File: src/rtl/gray_input_conditioner.sv
// Gray-code switch/encoder input conditioner: synchronize, debounce, commit, convert to binary.
// Optional BCD_CLAMP_EN: commits decoding above 9 update gcom but hold binary_code and pulse out_of_range.
//
// state    | meaning
// ---------+------------------------------------------------------------
// SETTLING | candidate changed recently, cnt < STABLE_CYCLES
// STABLE   | candidate held for STABLE_CYCLES cycles, cnt saturated
module gray_input_conditioner #(
    parameter int unsigned STABLE_CYCLES = 4
) (
    input  logic       clk,
    input  logic       rst_n,
    input  logic [3:0] gray_in,
    output logic [3:0] binary_code,
    output logic       update,
    output logic       seq_err,
    output logic       out_of_range
);

    localparam logic [7:0] CNT_MAX = 8'(STABLE_CYCLES);
    localparam logic [7:0] CNT_PRE = 8'(STABLE_CYCLES - 1);

    typedef enum logic {
        SETTLING = 1'b0,
        STABLE   = 1'b1
    } state_t;

    state_t     state_q, state_d;
    logic [3:0] s1_q, s1_d;
    logic [3:0] s2_q, s2_d;
    logic [3:0] cand_q, cand_d;
    logic [7:0] cnt_q, cnt_d;
    logic [3:0] gcom_q, gcom_d;
    logic [3:0] bin_q, bin_d;
    logic       upd_q, upd_d;
    logic       seq_q, seq_d;
    logic       oor_q, oor_d;
    logic       commit;
    logic [3:0] bin_new;
    logic [3:0] diff;

    function automatic logic [3:0] gray2bin(input logic [3:0] g);
        logic [3:0] b;
        b[3] = g[3];
        for (int i = 2; i >= 0; i--) begin
            b[i] = b[i+1] ^ g[i];
        end
        return b;
    endfunction

    assign bin_new = gray2bin(cand_q);
    assign diff    = cand_q ^ gcom_q;

    always_comb begin
        s1_d    = gray_in;
        s2_d    = s1_q;
        cand_d  = cand_q;
        cnt_d   = cnt_q;
        state_d = state_q;
        commit  = 1'b0;
        case (state_q)
            SETTLING: begin
                if (s2_q != cand_q) begin
                    cand_d = s2_q;
                    cnt_d  = 8'd0;
                end else begin
                    cnt_d = cnt_q + 8'd1;
                    if (cnt_q == CNT_PRE) begin
                        state_d = STABLE;
                        commit  = (cand_q != gcom_q);
                    end
                end
            end
            STABLE: begin
                if (s2_q != cand_q) begin
                    cand_d  = s2_q;
                    cnt_d   = 8'd0;
                    state_d = SETTLING;
                end else begin
                    cnt_d = CNT_MAX;
                end
            end
            default: begin
                state_d = SETTLING;
                cnt_d   = 8'd0;
            end
        endcase
    end

    always_comb begin
        gcom_d = gcom_q;
        bin_d  = bin_q;
        upd_d  = 1'b0;
        seq_d  = 1'b0;
        oor_d  = 1'b0;
        if (commit) begin
            gcom_d = cand_q;
            // more than one bit set <=> clearing the lowest set bit leaves something
            seq_d  = ((diff & (diff - 4'd1)) != 4'd0);
`ifdef BCD_CLAMP_EN
            if (bin_new > 4'd9) begin
                oor_d = 1'b1;
            end else begin
                bin_d = bin_new;
                upd_d = (bin_new != bin_q);
            end
`else
            bin_d = bin_new;
            upd_d = 1'b1;
`endif
        end
    end

    always_ff @(posedge clk or negedge rst_n) begin
        if (!rst_n) begin
            state_q <= SETTLING;
            s1_q    <= 4'd0;
            s2_q    <= 4'd0;
            cand_q  <= 4'd0;
            cnt_q   <= 8'd0;
            gcom_q  <= 4'd0;
            bin_q   <= 4'd0;
            upd_q   <= 1'b0;
            seq_q   <= 1'b0;
            oor_q   <= 1'b0;
        end else begin
            state_q <= state_d;
            s1_q    <= s1_d;
            s2_q    <= s2_d;
            cand_q  <= cand_d;
            cnt_q   <= cnt_d;
            gcom_q  <= gcom_d;
            bin_q   <= bin_d;
            upd_q   <= upd_d;
            seq_q   <= seq_d;
            oor_q   <= oor_d;
        end
    end

    assign binary_code  = bin_q;
    assign update       = upd_q;
    assign seq_err      = seq_q;
    assign out_of_range = oor_q;

endmodule

File: config.mk
export PLATFORM = sky130hd
export DESIGN_NAME = gray_input_conditioner
export DESIGN_NICKNAME = d
export VERILOG_FILES = /design/src/rtl/gray_input_conditioner.sv
export SDC_FILE = /design/constraint.sdc
export NUM_CORES = 1
export LEC_CHECK = 0
export CAP_MARGIN = 15
export CORE_MARGIN = 1
export CORE_UTILIZATION = 55
export DETAILED_ROUTE_END_ITERATION = 7
export PLACE_DENSITY = 0.78
export SETUP_SLACK_MARGIN = 0.1
export SLEW_MARGIN = 20
export SYNTH_ARGS = -nofsm -noshare
export SYNTH_HDL_FRONTEND = slang
export SYNTH_SLANG_ARGS = --single-unit
File: constraint.sdc
create_clock -name clk -period 6.23 [get_ports clk]
set_clock_uncertainty 0.2 [all_clocks]
set_input_delay 0.623 -clock clk [delete_from_list [all_inputs] [get_ports clk]]
set_output_delay 0.623 -clock clk [all_outputs]
set_load 0.05 [all_outputs]
**After elaboration in Yosys (flattened, before gate mapping)**

Cells that the tools add are included.

- Register bits: 31
- Output and inout bits: 7
- Memory bits (writable): 0
- Memories kept: 0
- Bits in latches: 0
- Bits in read-only memories: 0
- Word-level logic and storage cells: 34
- Bits of input ports: 6

- Bitwise logic cells: 6
- Equality and inequality tests: 3
- Add/sub/neg operators: 2
- Div/mod/pow operators: 0
- Reductions and logical operators: 1
- Mux-type cells: 13
- Multiply operators: 0
- Shift-type cells: 0
- Magnitude comparators: 0

Operator list:

| kind | number |
|---|---|
| $pmux 8 s2 | 1 |
| $add 8x1->8 const B | 1 |
| $eq 8x2->1 const B | 1 |
| $mux 1 | 8 |
| $mux 8 | 1 |
| $ne 4x4->1 | 2 |
| $and 4x4->4 | 1 |
| $mux 4 | 1 |
| $reduce_bool 4->1 | 1 |
| $sub 4x1->4 const B | 1 |
| $xor 4x4->4 | 1 |
| $mux 3 | 1 |
| $xor 1x1->1 | 3 |
| $pmux 1 s2 | 1 |
| $not 1->1 | 1 |

**Depth between registers and ports, before layout**

- Depth after elaboration: 5
- Depth in mapped cells: 5
- Gate-level depth less buffers: 5

**Least setup slack after synthesis**

No wires, ideal clock.

- Path kind: flip-flop to flip-flop
- Start point: register cnt_q[0]
- End point: register bin_q[0], in the netlist binary_code[0]
- Required time: 5905 ps
- Period minus slack after synthesis: 2032 ps
- Buffers on the path: 0
- Arrival time: 1707 ps
- Setup slack: 4198 ps
- Cell stages (with the launch flop): 6
- Setup time: 125 ps
- Cells stage by stage: dfrtp_1 ha_1 or4b_4 nor4_4 nand4b_2 mux2_2

- Word-level cells in the longest chain between the ends: 4

RTL lines:

| what | RTL line | text |
|---|---|---|
| start: declaration | 32 | `logic [7:0] cnt_q, cnt_d;` |
| start signal: assignment | 131 | `cnt_q <= cnt_d;` |
| $eq 8x2->1 | 68 | `if (cnt_q == CNT_PRE) begin` |
| $mux 1 | 68 |  |
| $mux 1 | 63 | `if (s2_q != cand_q) begin` |
| $mux 1 | 61 | `case (state_q)` |
| end signal: assignment | 133 | `bin_q <= bin_d;` |
| end: declaration | 34 | `logic [3:0] bin_q, bin_d;` |

No other way between the ends.
A chain may end at the register's enable or synchronous reset.

==> run_summary.xml <==
<?xml version="1.0" encoding="UTF-8"?>
<metrics>
  <group name="setup_path">
    <metric name="timing.critical_path.arrival" unit="ns">1.53</metric>
    <metric name="timing.critical_path.from_type" unit="">flop</metric>
    <metric name="timing.rr.end" unit="">binary_code[2]</metric>
    <metric name="setup.worst_path.class" unit="">reg2out</metric>
    <metric name="timing.critical_path.cells" unit="">clkdlybuf4s50_1</metric>
    <metric name="critical_path.max_fanout" unit="">3</metric>
    <metric name="cp_top_family" unit="">buffers and inverters</metric>
    <metric name="reg2regPathDepth" unit="">5</metric>
    <metric name="endpoint_kind" unit="">output port</metric>
    <metric name="slowest_cell_on_the_critical_path" unit="">clkdlybuf4s50_1</metric>
    <metric name="startpoint" unit="">gcom_q[3]</metric>
    <metric name="worst-r2r-setup-slack" unit="ns">4.08</metric>
    <metric name="cp_data_required_time" unit="ns">5.41</metric>
    <metric name="worstReg2RegStart" unit="">cnt_q[0]</metric>
    <metric name="crit_path_max_incr_delay" unit="ns">0.81</metric>
    <metric name="worst-path-buf-inv" unit="">1</metric>
  </group>
  <group name="grt">
    <metric name="grt_overflow_total" unit="">0</metric>
    <metric name="globalRouteTotalUtil" unit="">0.200</metric>
    <metric name="maximum_number_of_pins_on_one_net_before_global_route_repair" unit="">31</metric>
    <metric name="first_global_vias" unit="">733</metric>
    <metric name="grt_pass1_wl" unit="mm">3.37</metric>
    <metric name="antenna_found_initial" unit="">0</metric>
  </group>
  <group name="timing">
    <metric name="period_needed" unit="ns">2.36</metric>
    <metric name="maxClockFrequency" unit="GHz">0.425</metric>
    <metric name="slew_violations" unit="">0</metric>
    <metric name="timing.final.crit_share" unit="">0.378</metric>
    <metric name="fin_worst_hold_slack" unit="ns">0.158</metric>
    <metric name="timing.slew.headroom" unit="">0.581</metric>
    <metric name="rsz0062_at_grt" unit="">no</metric>
    <metric name="setup_viol" unit="">0</metric>
    <metric name="timing_hold_violations_final" unit="">0</metric>
    <metric name="final.setup.tns" unit="ns">0</metric>
    <metric name="worst_pin_slew" unit="ns">0.624</metric>
  </group>
  <group name="final_layout">
    <metric name="nFillCells" unit="">166</metric>
    <metric name="most-common-layout-cells" unit="">30 x dfrtp_1, 12 x xor2_1, 11 x clkdlybuf4s50_1</metric>
    <metric name="layout.area.seq" unit="um2">751</metric>
    <metric name="insertedDiodeCount" unit="">0</metric>
    <metric name="multi_input_area" unit="um2">449</metric>
    <metric name="nets" unit="">112</metric>
    <metric name="final_layout_size_suffix_gt1_frac" unit="">0.200</metric>
    <metric name="most_frequent_standard_cell_in_the_layout_excluding_fill_and_tap_cells" unit="">dfrtp_1</metric>
    <metric name="synthToLayoutAreaGrowth" unit="%">16.4</metric>
  </group>
  <group name="outcome">
    <metric name="status" unit="">complete, no violations</metric>
  </group>
  <group name="floorplanning">
    <metric name="floorplan.io_pins" unit="">13</metric>
    <metric name="floorplan.initialDensity" unit="">0.604</metric>
    <metric name="core" unit="mm2">0.00204</metric>
    <metric name="die_area" unit="mm2">0.00244</metric>
    <metric name="die_width" unit="um">49.4</metric>
    <metric name="die-height" unit="um">49.4</metric>
    <metric name="num_rows" unit="">16</metric>
  </group>
  <group name="routing">
    <metric name="detail_route.wirelength" unit="mm">1.76</metric>
    <metric name="dr.max_layer_used" unit="">met4</metric>
    <metric name="routed_met3_length" unit="um">94</metric>
    <metric name="post-route-drc-count" unit="">0</metric>
    <metric name="drt_first_iter_violations" unit="">2</metric>
    <metric name="met1_length" unit="um">826</metric>
    <metric name="drt-wirelength-per-cell" unit="um">13.3</metric>
    <metric name="final_antenna_net_count" unit="">0</metric>
    <metric name="routed-via-count" unit="">694</metric>
    <metric name="detailroute.wirelength.met2" unit="um">794</metric>
    <metric name="dr.pass1.iters" unit="">3</metric>
    <metric name="drt-vias-per-instance" unit="">5.26</metric>
  </group>
  <group name="yosys">
    <metric name="postSynth.asyncResetShare" unit="">1.00</metric>
    <metric name="netlist_instances" unit="">92</metric>
    <metric name="synth_fp_nets" unit="">99</metric>
    <metric name="synthDistinctLibCells" unit="">26</metric>
    <metric name="synthesis.yosys.warnings" unit="">0</metric>
    <metric name="syn_area_per_cell" unit="um2">13.4</metric>
    <metric name="synth-seq-cells" unit="">30</metric>
    <metric name="synth_enable_flop_cells" unit="">0</metric>
    <metric name="top_ff_cell_synth" unit="">dfrtp_1</metric>
    <metric name="mappedNetlistArea" unit="mm2">0.00123</metric>
    <metric name="synth-seq-area-share" unit="">0.609</metric>
  </group>
  <group name="clocking">
    <metric name="cts_tree" unit="">yes</metric>
    <metric name="cts_bufs_inserted" unit="">5</metric>
    <metric name="cts_sinks" unit="">30</metric>
    <metric name="root_buffer" unit="">clkbuf_4</metric>
    <metric name="post-cts-setup-buffer-count" unit="">0</metric>
    <metric name="hold_buf_cts" unit="">0</metric>
    <metric name="clkTransAtPathRegs" unit="ns">0.09</metric>
    <metric name="cts_repair_resize_count" unit="">0</metric>
    <metric name="worst_skew_pair.late_latency" unit="ns">0.33</metric>
    <metric name="clock_tree.buffer_depth" unit="">2</metric>
    <metric name="htree_num_levels" unit="">2</metric>
  </group>
  <group name="hold_path">
    <metric name="min_path_type" unit="">reg2reg</metric>
    <metric name="hold_path_origin" unit="">s1_q[0]</metric>
    <metric name="hold_end" unit="">s2_q[0]</metric>
    <metric name="hold_path_depth" unit="">0</metric>
  </group>
  <group name="pwr">
    <metric name="max-vdd-ir-drop" unit="V">0.000216</metric>
    <metric name="power_per_cell_area" unit="mW/mm2">263</metric>
    <metric name="power_leakage" unit="uW">0.000658</metric>
  </group>
  <group name="placement">
    <metric name="place.port_buffers" unit="">11</metric>
    <metric name="gpl.final_weighted_congestion" unit="">0.756</metric>
    <metric name="dpl.hpwl" unit="mm">1.23</metric>
  </group>
  <group name="run">
    <metric name="max_cap_violations" unit="">0</metric>
  </group>
</metrics>
-- layer usage --
metal	track usage	vias up
met5	0	-
met4	0.103	0
met3	0.106	5
met2	0.279	16
met1	0.252	339
li1	-	334
-- Yosys cell counts (2+ instances only) --
cell type / number / area share
buf_4: 2 / 0.012
nor2_1: 8 / 0.024
xor2_1: 12 / 0.085
clkbuf_1: 4 / 0.012
mux2_2: 7 / 0.064
nand3_1: 4 / 0.016
o21a_1: 2 / 0.012
and3_1: 2 / 0.010
dfrtp_1: 30 / 0.61
xnor2_1: 5 / 0.035
-- flip-flops by register name, indices dropped and copies added, names as in the netlist --
signal,cells
seq_err,1
gcom_q,4
binary_code,3
cnt_q,8
cand_q,4
state_q,1
s2_q,4
update,1
s1_q,4
-- worst register-to-register path: stages, from the launching register on --
cell	delay, ns
dfrtp_1	0.37
ha_1	0.22
or4b_4	0.50
nor4_4	0.23
nand4b_2	0.19
mux2_2	0.33
-- worst max-delay path by stage --
stage	cells past startpoint	endpoint	slack (ns)
floorplan	5	binary_code[0]	4.20
global placement	4	gcom_q[2]	4.11
detailed placement	5	binary_code[2]	4.07
CTS	1	binary_code[3]	3.85
global route	1	binary_code[3]	3.83
finish	1	binary_code[3]	3.87
-- power breakdown --
group          internal (uW)  switching, uW  leakage, uW
Combinational           7.40           10.8     0.000223
Sequential               199           3.58     0.000391
Clock                   93.3           63.3    0.0000443
Total                    300           77.8     0.000658
-- final cells by class --
| class | instances | area share |
|---|---|---|
| Multi-Input combinational cell | 55 | 0.313 |
| Timing Repair Buffer | 12 | 0.0819 |
| Clock buffer | 6 | 0.0357 |
| Sequential cell | 30 | 0.523 |
| Tap cell | 27 | 0.0235 |
| Clock inverter | 1 | 0.0209 |
| Inverter | 1 | 0.00261 |
-- logic make-up after synthesis --
family                   Yosys count  share of synthesized area
adder cells (fa/ha/maj)            2                     0.0183
other                              1                    0.00304
XOR/XNOR                          17                      0.121
buffers and inverters              7                     0.0274
multiplexers                       7                     0.0639
AO/OA/AOI/OAI                      4                     0.0223
AND/OR/NAND/NOR                   24                      0.136
flip-flops                        30                      0.609
-- metrics by stage --
step / std cells / area (um2) / power [uW] / setup slack, ns / util
6_report: 132 / 1440 / 377 / 3.87 / 0.703
5_1_grt: 132 / 1440 / 394 / 3.83 / 0.703
4_1_cts: 132 / 1440 / 382 / 3.85 / 0.703
3_5_place_dp: 125 / 1360 / 225 / 4.07 / 0.664
3_3_place_gp: 125 / 1360 / 224 / 4.11 / 0.664
2_1_floorplan: 92 / 1230 / 217 / 4.20 / -
No activity file was read; power rests on OpenSTA's default activity.
==> RTL change 1, RTL diff (same flow settings) <==
The option `BCD_CLAMP_EN` is turned on by a define.
--- a/src/rtl/gray_input_conditioner.sv
+++ b/src/rtl/gray_input_conditioner.sv
@@ -5,6 +5,8 @@
 // ---------+------------------------------------------------------------
 // SETTLING | candidate changed recently, cnt < STABLE_CYCLES
 // STABLE   | candidate held for STABLE_CYCLES cycles, cnt saturated
+`define BCD_CLAMP_EN
+
 module gray_input_conditioner #(
     parameter int unsigned STABLE_CYCLES = 4
 ) (
Formal check against the unedited RTL: not equivalent (Yosys sat finds a counterexample within 10 cycles, from zero or initial values and one cycle with rst_n low).
==> RTL change 1 against the original RTL <==
  * Critical endpoint is now binary_code[3]$_DFFE_PN0P_
  * Die area increased by 12%
  * Synthesized area is 12% higher
  * Total power fell by 3.1%
  * Cell area up 10%
  * Clock power fell by 21%
  * Routed wire length is 19% higher
  * Worst setup slack worse by 0.076 ns
  * Sequential cell count grew 2
  * Utilization is 1.6 points lower
==> RTL change 1: results (changes against the original RTL) <==
- Sequential element share of the synthesized area: 57.8% (-3.1 points)
* Routability cong.: 0.821 (+8.6%)
- Worst flop-to-flop path startpoint: cand_q[2]$_DFFE_PN0N_
- In this run the most critical hold path is launched from s1_q[3]$_DFF_PN0_.
- Worst R2R Setup Slack: 3.80 ns (-0.28 ns)
- Depth of the most critical reg-to-reg path: 6 (+1)
* Outcome: finished clean
* Fraction of layout instances using a drive strength above 1: 16.9% (-3.1 points)
* Worst hold-check slack: 0.154 ns (-0.00384 ns)
- The endpoint identified for the worst register-to-register timing path is binary_code[3]$_DFFE_PN0P_.
- Capture endpoint of the worst hold path: s2_q[3]$_DFF_PN0_
- Critical path peak fanout: 5 (+2)
- Data arrival time at the worst-slack endpoint: 2.46 ns (+0.93 ns)
- Global-route wire length before repair: 3680 um (+9.2%)
- The synthesized-area fraction occupied by adder cells came to 3.43% (+1.6 points).
- The portion of netlist area occupied by mux cells came to 6.32% (-0.072 points).
- The tightest slew margin relative to the limit was 67.2% (+9.1 points).
- XOR/XNOR share of the synthesized area: 12.0% (-0.065 points)
- The number of global-route vias before repair is 831 (+13%).
* Synthesized-area fraction occupied by ao, oa, aoi and oai cells: 3.16% (+0.93 points)
- The post-route minimum period was 2.43 ns (+0.0764 ns).
- The maximum vdd ir drop came to 0.197 mV (-9.1%).
* Top cells by instance count after synthesis: 32 x dfrtp_1, 12 x nor2_1, 12 x xnor2_1
- The pin count of the biggest net entering global routing came to 33 (+6.5%).
* Port Buffers: 12 (+1)
- All-layer global routing usage: 20.2% (+0.12 points)
* WL/cell: 13.8 um (+3.7%)
RTL change 1: cell types whose count changed in the layout (fill, tap and decap cells not counted), sizes merged, moves of 2 or more:
cell,delta
xnor2,+7
xor2,-5
nor2,+4
inv,+3
clkinv,+2
dfrtp,+2
ha,+2
mux2i,+2
o21a,-2
RTL change 1: final cells by class:
cell class / count / area (sq um)
inverters: 4 / 15.0
repair buffers: 13 / 128
flip-flops and latches: 32 / 801
multi-input cells: 67 / 541
well taps: 28 / 35.0
clock buffers: 6 / 51.3
fillers: 189 / 717
clock inverters: 2 / 10.0
RTL change 1: power by group:
group | internal (mW) | switching [mW]
clock network | 0.0536 | 0.0700
logic | 0.0116 | 0.0144
registers | 0.212 | 0.00424
RTL change 1: metrics by stage:
| step | area [sq um] | cells |
|---|---|---|
| finish | 1580 | 152 |
| global route | 1580 | 152 |
| CTS | 1580 | 152 |
| detailed placement | 1520 | 144 |
| global placement | 1520 | 144 |
| floorplan | 1390 | 109 |
RTL change 1: layer usage:
metal,share of wire (%),wire length [um],up-vias,global-route usage (%)
met1,43,908,401,22.7
li1,-,-,386,-
met2,49,1040,19,32.9
met4,1.9,40,0,9.21
met5,0,0,-,0
met3,5.7,119,5,8.70
RTL change 1: worst max-delay path: stages, from the launching register on:
cell and delay (ns):
dfrtp_1 0.45, inv_1 0.07, ha_1 0.35, xnor2_1 0.22, a211o_1 0.36, nor4_4 0.27
mux2_2 0.39
RTL change 1: cell families (layout without fill, tap and decap cells):
group           after synthesis  count (layout)
flops                        32              32
simple gates                 30              30
xor+xnor                     19              19
buf+inv                      10              25
mux                           8               8
compound gates                6               6
fa+ha+maj                     4               4
==> RTL change 2, RTL diff (same settings) <==
Without the edit above. Take the reset off `s1_q` and `s2_q` and load them in a clocked block of their own.
--- a/src/rtl/gray_input_conditioner.sv
+++ b/src/rtl/gray_input_conditioner.sv
@@ -114,8 +114,6 @@
     always_ff @(posedge clk or negedge rst_n) begin
         if (!rst_n) begin
             state_q <= SETTLING;
-            s1_q    <= 4'd0;
-            s2_q    <= 4'd0;
             cand_q  <= 4'd0;
             cnt_q   <= 8'd0;
             gcom_q  <= 4'd0;
@@ -125,8 +123,6 @@
             oor_q   <= 1'b0;
         end else begin
             state_q <= state_d;
-            s1_q    <= s1_d;
-            s2_q    <= s2_d;
             cand_q  <= cand_d;
             cnt_q   <= cnt_d;
             gcom_q  <= gcom_d;
@@ -137,6 +133,11 @@
         end
     end
 
+    always_ff @(posedge clk) begin
+        s1_q <= s1_d;
+        s2_q <= s2_d;
+    end
+
     assign binary_code  = bin_q;
     assign update       = upd_q;
     assign seq_err      = seq_q;
Function: changed (a bounded check fails within 10 cycles, from zero or initial values and one cycle with rst_n low).
==> RTL change 2 against the original RTL <==
  * Register-to-register slack is essentially flat
  * Worst setup slack improved by 0.0085 ns
  * Total power is 11% lower
  * Routed wire length down 8.7%
  * Clock power is 26% lower
  * Cell area down 4.8%
  * Synthesized area shrank 3.2%
  * Sequential cell count did not move
  * Largest cell class unchanged
  * Largest power group unchanged
==> RTL change 2: results (changes against the original RTL) <==
- The clock latency on the worst-skew pair came to 0.33 ns (about the same).
- The commonest cells after synthesis are 22 x dfrtp_1, 12 x xor2_1, 8 x dfxtp_1, 8 x nor2_1, 7 x mux2_2.
* Global routing met3 resource utilization: 9.43% (-1.2 points)
- Clock buffer and inverter area fraction after layout: 4.39% (-1.3 points)
* All-layer global routing usage: 18.3% (-1.8 points)
* Hold WC Path Type: reg -> reg
- Placed wire-length estimate: 1150 um (-6.7%)
* Most instantiated flip-flop cell in the synthesis netlist: dfrtp_1
* Critical path peak fanout: 3 (unchanged)
- FF+latch count: 30 (unchanged)
* Worst setup path endpoint: binary_code[3]
- Port Buffers: 11 (unchanged)
- R2r endpoint: binary_code[0]$_DFFE_PN0P_
- The run finished with clean final reports.
- The routed length on met1 was 765 um (-7.4%).
- Sequential element share of the synthesized area: 59.5% (-1.3 points)
- The pin count of the biggest net entering global routing is 23 (-26%).
- Worst hold-check slack: 0.132 ns (-0.0266 ns)
- Distinct cell type count of the synthesized netlist: 27 (+3.8%)
- The iteration count of the initial detailed-routing pass was 4 (+1).
- The count of antenna diodes in the layout was 0 (unchanged).
- The number of nets in the final layout came to 111 (-0.89%).
* Worst path top cell family by delay: buffers and inverters
* Number of multi-input combinational cells: 55 (unchanged)
* Number of buffers outside the clock class in the layout: 11 (-1)
- Fraction of layout instances using a drive strength above 1: 19.0% (-0.95 points)
- Worst hold start: s1_q[0]$_DFF_P_
* Antenna violations before repair: 0 (unchanged)
- The post-route worst setup slack came to 3.88 ns (+0.00846 ns).
- Portion of the layout cell area used by non-clock buffers: 8.05% (-0.14 points)
* Count of inverters other than clock inverters in the layout: 1 (unchanged)
- Met3 WL post-DR: 86 um (-8.5%)
- The maximum vdd ir drop is 0.174 mV (-19%).
* GRT met2 Usage: 27.0% (-0.86 points)
- Detailed-routed wire length on met2: 709 um (-11%)
* PostCTS Resize Cnt: 0 (unchanged)
* Routability cong.: 0.787 (+4.1%)
- Via density per instance: 5.16 (-1.9%)
- Number of global-route vias before repair: 709 (-3.3%)
- The met1 track demand over resource in global routing was 21.4% (-3.8 points).
- Capture endpoint of the worst hold path: s2_q[0]$_DFF_P_
- The leakage power figure came to 0.619 nW (-6.0%).
* Crit path largest cell delay: 0.81 ns (about the same)
* Cells taking the most area after synthesis: dfrtp_1 46%, dfxtp_1 13%, xor2_1 8.8%
- The fraction of area in multi-input gates was 32.8% (+1.6 points).
- The number of inserted filler cells in the final layout came to 168 (+1.2%).
* CLK BUF: 7 (+1)
- The flip-flop count of the largest register, all copies and words added was 8 (unchanged).
- The tightest slew margin relative to the limit came to 37.8% (-20 points).
- The sequential fraction of total cell area came to 52.0% (-0.30 points).
- The root buffer cell chosen for the clock tree is clkbuf_4.
* Number of DRC markers after the initial detailed-route iteration: 5 (+3)
* Maximum clock path buffer count: 2 (unchanged)
* Depth of the most critical reg-to-reg path: 5 (unchanged)
* Drt total wl: 1610 um (-8.7%)
- The global-route wire length before repair was 3060 um (-9.0%).
* Async S/R FF share, synth: 73.3% (-27 points)
## RTL change 2: changes by cell type after synthesis
cell     before  now
dfxtp_1       0    8
dfrtp_1      30   22
## RTL change 2: cells by family (layout without fill, tap and decap cells)
logic type | after synthesis | count (layout) | synth area share, %
AOI/OAI and AO/OA | 4 | 4 | 2.31
buffers and inverters | 7 | 20 | 2.83
adders and majority gates | 2 | 2 | 1.89
DFF | 30 | 30 | 59.5
muxes | 7 | 7 | 6.60
xor gates and xnor gates | 17 | 17 | 12.5
and+or+nand+nor | 24 | 24 | 14.0
other | 1 | 1 | 0.314
## RTL change 2: through the flow
stage	util (%)	cell area, sq um	cells
CTS	68.3	1370	132
global placement	65.3	1310	124
finish	68.3	1370	132
global route	68.3	1370	132
detailed placement	65.3	1310	124
floorplan	-	1190	92
## RTL change 2: power breakdown
group	internal (mW)	total (mW)	switching, mW	leakage, nW
Clock	0.0546	0.116	0.0615	0.0353
Combinational	0.00700	0.0167	0.00972	0.218
Sequential	0.198	0.202	0.00346	0.365
